[src/rtl/jt49_dcrestore.sv]
// jt49_dcrestore: re-inserts the mid-scale DC offset ahead of the DAC, with click-free ramps on unmute/mute.
// Optional peak-hold magnitude meter on port peak when JT49_DCRST_PEAK_EN is defined.
module jt49_dcrestore #(
    parameter int DW     = 8,
    parameter int STEPW  = 4,
    parameter int DECAYW = 6
) (
    input  logic          clk,
    input  logic          rst,
    input  logic          cen,
    input  logic          mute,
    input  logic [DW-1:0] din,
    output logic [DW-1:0] dout,
    output logic          ready
`ifdef JT49_DCRST_PEAK_EN
    ,
    output logic [DW-2:0] peak
`endif
);

    localparam logic [DW-1:0] MID = {1'b1, {(DW-1){1'b0}}};

    typedef enum logic [1:0] {
        ST_OFF,
        ST_UP,
        ST_RUN,
        ST_DOWN
    } state_t;

    state_t             state, state_nxt;
    logic [DW-1:0]      off, off_nxt;
    logic [STEPW-1:0]   pcnt;
    logic [DW-1:0]      dout_nxt;
    logic [DW:0]        run_sum;
    logic               step;

    if (DW < 2 || STEPW < 1 || DECAYW < 1) begin : g_bad_cfg
        $error("jt49_dcrestore: invalid parameter set");
    end

    assign step = &pcnt;

    // State register: everything advances only on cen
    always_ff @(posedge clk) begin
        if (rst) begin
            state <= ST_OFF;
            off   <= '0;
            pcnt  <= '0;
            dout  <= '0;
        end else if (cen) begin
            state <= state_nxt;
            off   <= off_nxt;
            pcnt  <= pcnt + STEPW'(1);
            dout  <= dout_nxt;
        end
    end

    // Next-state: a mute change reverses the ramp in place, keeping off
    always_comb begin
        state_nxt = state;
        off_nxt   = off;
        case (state)
            ST_OFF: begin
                if (!mute) state_nxt = ST_UP;
            end
            ST_UP: begin
                if (mute) begin
                    state_nxt = ST_DOWN;
                end else if (step) begin
                    off_nxt = off + DW'(1);
                    if (off_nxt == MID) state_nxt = ST_RUN;
                end
            end
            ST_RUN: begin
                if (mute) begin
                    state_nxt = ST_DOWN;
                    off_nxt   = MID;
                end
            end
            ST_DOWN: begin
                if (!mute) begin
                    state_nxt = ST_UP;
                end else if (step) begin
                    if (off != '0) off_nxt = off - DW'(1);
                    if (off <= DW'(1)) state_nxt = ST_OFF;
                end
            end
            default: begin
                state_nxt = ST_OFF;
                off_nxt   = '0;
            end
        endcase
    end

    // Outputs: signal path only in RUN, otherwise the ramp offset
    always_comb begin
        run_sum  = {din[DW-1], din} + {1'b0, MID};
        dout_nxt = off;
        case (state)
            ST_OFF:  dout_nxt = '0;
            ST_RUN:  dout_nxt = run_sum[DW-1:0];
            default: dout_nxt = off;
        endcase
    end

    assign ready = (state == ST_RUN);

`ifdef JT49_DCRST_PEAK_EN
    logic [DECAYW-1:0] dcnt;
    logic [DW-2:0]     mag;

    // Low DW-1 bits of -din; -MID leaves them zero and saturates to MID-1
    always_comb begin
        mag = din[DW-2:0];
        if (din[DW-1]) begin
            mag = (~din[DW-2:0]) + (DW-1)'(1);
            if (din[DW-2:0] == '0) mag = '1;
        end
    end

    always_ff @(posedge clk) begin
        if (rst) begin
            peak <= '0;
            dcnt <= '0;
        end else if (cen) begin
            dcnt <= dcnt + DECAYW'(1);
            if (state == ST_RUN && mag > peak) begin
                peak <= mag;
            end else if (&dcnt && peak != '0) begin
                peak <= peak - (DW-1)'(1);
            end
        end
    end
`endif

endmodule

[config.mk]
export PLATFORM = sky130hd
export DESIGN_NAME = jt49_dcrestore
export DESIGN_NICKNAME = d
export VERILOG_FILES = /design/src/rtl/jt49_dcrestore.sv
export SDC_FILE = /design/constraint.sdc
export NUM_CORES = 1
export LEC_CHECK = 0
export ABC_AREA = 1
export BUFFER_PORTS_ARGS = -buffer_cell sky130_fd_sc_hd__buf_2
export CORE_ASPECT_RATIO = 0.7
export CORE_MARGIN = 4
export CORE_UTILIZATION = 51
export DETAILED_ROUTE_END_ITERATION = 6
export PLACE_DENSITY = 0.73
export RECOVER_POWER = 25
export SLEW_MARGIN = 20
export SYNTH_ARGS = -nofsm -noshare
export SYNTH_HDL_FRONTEND = slang
export SYNTH_SLANG_ARGS = --single-unit
[constraint.sdc]
create_clock -name clk -period 1.4 [get_ports clk]
set_input_delay 0.14 -clock clk [delete_from_list [all_inputs] [get_ports clk]]
set_output_delay 0.14 -clock clk [all_outputs]
set_load 0.01 [all_outputs]
---- Word level (Yosys, flattened, before mapping) ----
Cells that the tools add are included.
operators by class
  add/subtract/negate cells ............... 4
  magnitude comparators ................... 1
  equal/unequal tests ..................... 15
  multiplexer cells ....................... 17
  reductions and logical operators ........ 6
operators by type and width
  cell                   number
  $mux W8                6
  $pmux W8 S3            1
  $mux W2                8
  $pmux W8 S2            1
  $ne A2 B2 Y1 const B   7
  $ne A3 B3 Y1 const B   4
  $add A8 B1 Y8 const B  1
  $add A8 B8 Y8 const B  1
  $eq A8 B8 Y1 const B   1
  $le A8 B1 Y1 const B   1
  $pmux W2 S4            1
  $reduce_and A8 Y1      1
  $reduce_bool A8 Y1     1
  $sub A8 B1 Y8 const B  1
  $reduce_and A7 Y1      1
  $add A4 B1 Y4 const B  1
  $eq A2 B2 Y1 const B   2
  $reduce_and A4 Y1      1
  $reduce_bool A3 Y1     1
  $eq A2 B1 Y1 const B   1
  $logic_not A2 Y1       1
word-level totals
  register bits ........................... 22
  bits of input ports ..................... 12
  output and inout bits ................... 9
  word-level logic and storage cells ...... 47

---- Logic depth before layout (Yosys ltp) ----
  depth after elaboration ................. 6
  gate-level depth with buffers ........... 12
  gate-level depth less buffers ........... 11

---- Worst setup path after synthesis ----
OpenSTA, ideal clock, no wires.
  kind .................................... flip-flop to flip-flop
  from .................................... register state[0]
  to ...................................... register off[5]
  library setup time ...................... 0.117 ns
  arrival ................................. 1.414 ns
  data required time ...................... 1.283 ns
  slack ................................... -0.131 ns
  cell stages (with the launch flop) ...... 10
  path buffers ............................ 1
  clock period less this slack ............ 1.531 ns
  cell sequence ........................... dfxtp_1 -> inv_1 -> ha_1 -> inv_1 -> o21ai_1 -> nor3_2 -> nand3_2 -> buf_6 -> nor3_2 -> nor2_1
on the way
  longest elaborated chain between the ends .. 3
  elaborated cells on any way between the ends .. 12
  classes of those cells .................. eq/ne: 9; mux: 1; reduce/logical: 2
ends and longest elaborated chain
  item                                                                        line  text
  start, declared                                                             30    state_t state, state_nxt;
  start signal, assigned                                                      51    state <= state_nxt;
  $eq A2 B2 Y1 *                                                              n/a
  named net ready                                                             14    output logic ready
  $ne A2 B2 Y1 (no source line) / $reduce_bool A3 Y1 (equally long branches)  n/a
  $reduce_and A8 Y1 (no source line)                                          n/a
  end signal, assigned                                                        52    off <= off_nxt;
  end, declared                                                               31    logic [DW-1:0] off, off_nxt;
The timed path passes the listed nets; every way through them passes the cells marked *.
A chain may end at the register's enable or synchronous reset.

---- Worst setup path after layout ----
  from .................................... register pcnt[0]
  to ...................................... register off[2]
on the way
  longest elaborated chain between the ends .. 3
  elaborated cells on any way between the ends .. 4
  classes of those cells .................. eq/ne: 2; reduce/logical: 2
ends and longest elaborated chain
  item                                  line  text
  start, declared                       32    logic [STEPW-1:0] pcnt;
  start signal, assigned                53    pcnt <= pcnt + STEPW'(1);
  $reduce_and A4 Y1 *                   41    assign step = &pcnt;
  $ne A2 B2 Y1 (no source line)         n/a
  $reduce_and A8 Y1 (no source line) *  n/a
Every way passes the cells marked *; elsewhere a longest branch is shown, timed or not.

==> metrics <==
outcome=complete, but fails checks; failing checks=setup timing; Final period util=111%; Vias/cell=5.56; commonest non-fill, non-tap cell in the layout=buf_4; Pleak=0.982 nW; antenna viol nets, final=0; Worst Reg-to-Reg Cells=8; YS warnings=0; CTS tree=built; clk sinks=22; Detailed Route Iter0 Violations=between 150 and 200; Final #Nets=about 300; hold crit path type=input port to flip-flop; FP Rows=16; fin cells=approximately 310; layout cells sized above 1=a little under half; vias in the first global route=between 1,500 and 2,000; Initial Utilization=~55%; Crit path required time=1.56 ns; Placeable Area=0.00284 mm2; simple-gate share of the synthesized area=approximately 30%; largest family of logic cells by synthesized area=simple AND/OR/NAND/NOR gates; GPL Wtd Cong=roughly 0.85; final core occ=between 70% and 80%; Crit Reg-Reg Startpoint=pcnt[0]$_SDFFE_PP0P_; largest net degree at the start of global routing=19; Synth Area in Adders=under 10%; Clock Root Buffer=clkbuf_8; detailed placer's ending HPWL=between 3000 and 4000 um; H-tree Lvls=1; crit path launch type=flip-flop; Critical Path AT=~1.7 ns; CP max FO=6; clk_skew=between 0.003 and 0.004 ns; port buffer count=20; f_max=approximately 0.64 GHz; area delta synth->final=45.2%; pwr dens=around 1100 mW/mm2; DR pass1 iterations=6; initial antenna violation count=0; XOR/XNOR Fraction of Synth Area=3.39%; IO Pins=21; Area contributors post-synth=dfxtp_1 (28%), nand2_1 (8.2%), o21ai_0 (8.1%), ha_1 (7.3%), a21oi_1 (7.1%); VDD IR max=0.000715 V; mux cell area share after synthesis=0%; post-synth top area share=between 20% and 30%; syn avg cell area=approximately 7.0 um2; Synth cell types=28; Final Max Tran Viols=0; Chip Height=roughly 54 um; footprint of the multi-input gates=roughly 0.0011 mm2; Setup Viol. Count Final=11; Overall Global Routing Usage=between 20% and 30%; GRT overflow=0; Clk Latency, worst-skew pair=roughly 0.27 ns; FF/Latch Area=464 um2; Worst Setup EP=off[2]$_SDFFE_PP0P_; relative slew slack=between 50% and 60%; largest area contributor in the netlist=dfxtp_1; crit end category=flip-flop; ys flop type=dfxtp_1; Reg2Reg Setup Slack=-0.16 ns; TNS Setup=-1.17 ns; max cap viols=0; Cells after DPL=~310; ant diodes=0; Post-Syn Nets=around 240; asr flop ratio synth=0%; FILL cells=195; Crit. Startpoint=pcnt[0]$_SDFFE_PP0P_; WL/cell=between 15 and 20 um; cts hold-fix bufs=0; critical path class=flip-flop to flip-flop; RSZ-0062 raised after global routing=true; die area=about 0.004 mm2; Final Hold Viols=0; total CTS buffers=3; register area share after synthesis=between 20% and 30%; Clock transition at path regs=~0.080 ns; Post-Syn Area=~0.0016 mm2; most frequent cells in the layout=buf_4 (36), nand2_1 (31), nor2_1 (20); final wirelength=roughly 4700 um; Syn Inst Count=approximately 220; Post-synth EDFFs=0; compound-gate portion of the synthesized area=a little under a fifth; crit path time final=1.56 ns; Die X=73.9 um; DR vias=roughly 1,700; clk buf depth=2; worst flop-to-flop path endpoint=off[2]$_SDFFE_PP0P_; Setup WS post-layout=-0.157 ns; worst slew pin tran=approximately 0.64 ns; DRC Markers=0; first-pass GRT wire length=about 7300 um; Yosys reg bits=22
==> stage by stage <==
stage / cell area, um2 / setup WS, ns / total power (W) / hold slack [ns]
2_1_floorplan: 1580 / 0.000327 / 0.00136 / 0.213
3_3_place_gp: 1970 / -0.145 / 0.00172 / 0.361
3_5_place_dp: 1970 / -0.168 / 0.00173 / 0.367
4_1_cts: 2170 / -0.0774 / 0.00231 / 0.0734
5_1_grt: 2250 / -0.204 / 0.00256 / 0.0787
6_report: 2250 / -0.157 / 0.00242 / 0.0703
==> per-layer routing <==
layer	vias to the layer above	track usage (%)	part of all wire [%]
met5	-	0	0
met4	0	5.42	1.8
met3	15	7.46	11
met2	86	37.8	45
met1	793	33.0	43
li1	846	-	-
==> worst max-delay path: stages (launching register included) <==
cell     delay (ns)
dfxtp_4        0.38
ha_4           0.14
nand3_2        0.11
buf_4          0.16
o21ai_0        0.11
nand3_2        0.18
buf_6          0.18
o21ai_4        0.13
a21oi_2        0.05
==> how the worst min path moves through the flow <==
stage | startpoint | end | slack [ns] | cells past startpoint
2_1_floorplan | rst | off[3]$_SDFFE_PP0P_ | 0.21 | 1
6_report | rst | off[3]$_SDFFE_PP0P_ | 0.07 | 2
3_3_place_gp | rst | off[3]$_SDFFE_PP0P_ | 0.36 | 2
5_1_grt | rst | off[4]$_SDFFE_PP0P_ | 0.08 | 2
3_5_place_dp | rst | off[3]$_SDFFE_PP0P_ | 0.37 | 2
4_1_cts | rst | off[3]$_SDFFE_PP0P_ | 0.07 | 2
==> area by class of cell <==
cell class,count,area share [%]
inverters,23,4.39
flip-flops and latches,22,20.6
repair buffers,63,20.7
multi-input cells,165,49.8
clock buffers,4,2.45
well taps,36,2.00
==> sequential cells by signal, indices dropped and copies added, names as in the netlist <==
register / cells
state: 2
dout: 8
pcnt: 4
off: 8
==> timing repair <==
item                                    CTS  global route
gates cloned                              0             0
gates resized for setup                  43            24
setup buffers                             1             0
endpoints found under the setup margin   15            18
pin swaps                                10            14
==> logic make-up (layout without fill, tap and decap cells) <==
group,Yosys count,in the layout
AOI/OAI and AO/OA,54,54
and+or+nand+nor,96,96
xor gates and xnor gates,6,6
buffers and inverters,34,90
DFF,22,22
adders and majority gates,9,9
==> cells in the mapped netlist (all sizes together), types with 2 or more instances <==
library cell and number:
a211oi 2, a21oi 22, a31oi 2, buf 7, clkbuf 4, dfxtp 22
ha 9, inv 22, nand2 38, nand3 16, nand4 5, nor2 32
nor3 5, o21ai 28, xor2 5
==> power by group <==
| part | internal, W | leakage, nW | switching (W) |
|---|---|---|---|
| combinational | 0.000528 | 0.768 | 0.000619 |
| clock | 0.000251 | 0.0288 | 0.000214 |
| sequential | 0.000701 | 0.186 | 0.000104 |
Power figures use the tool's default switching activity.
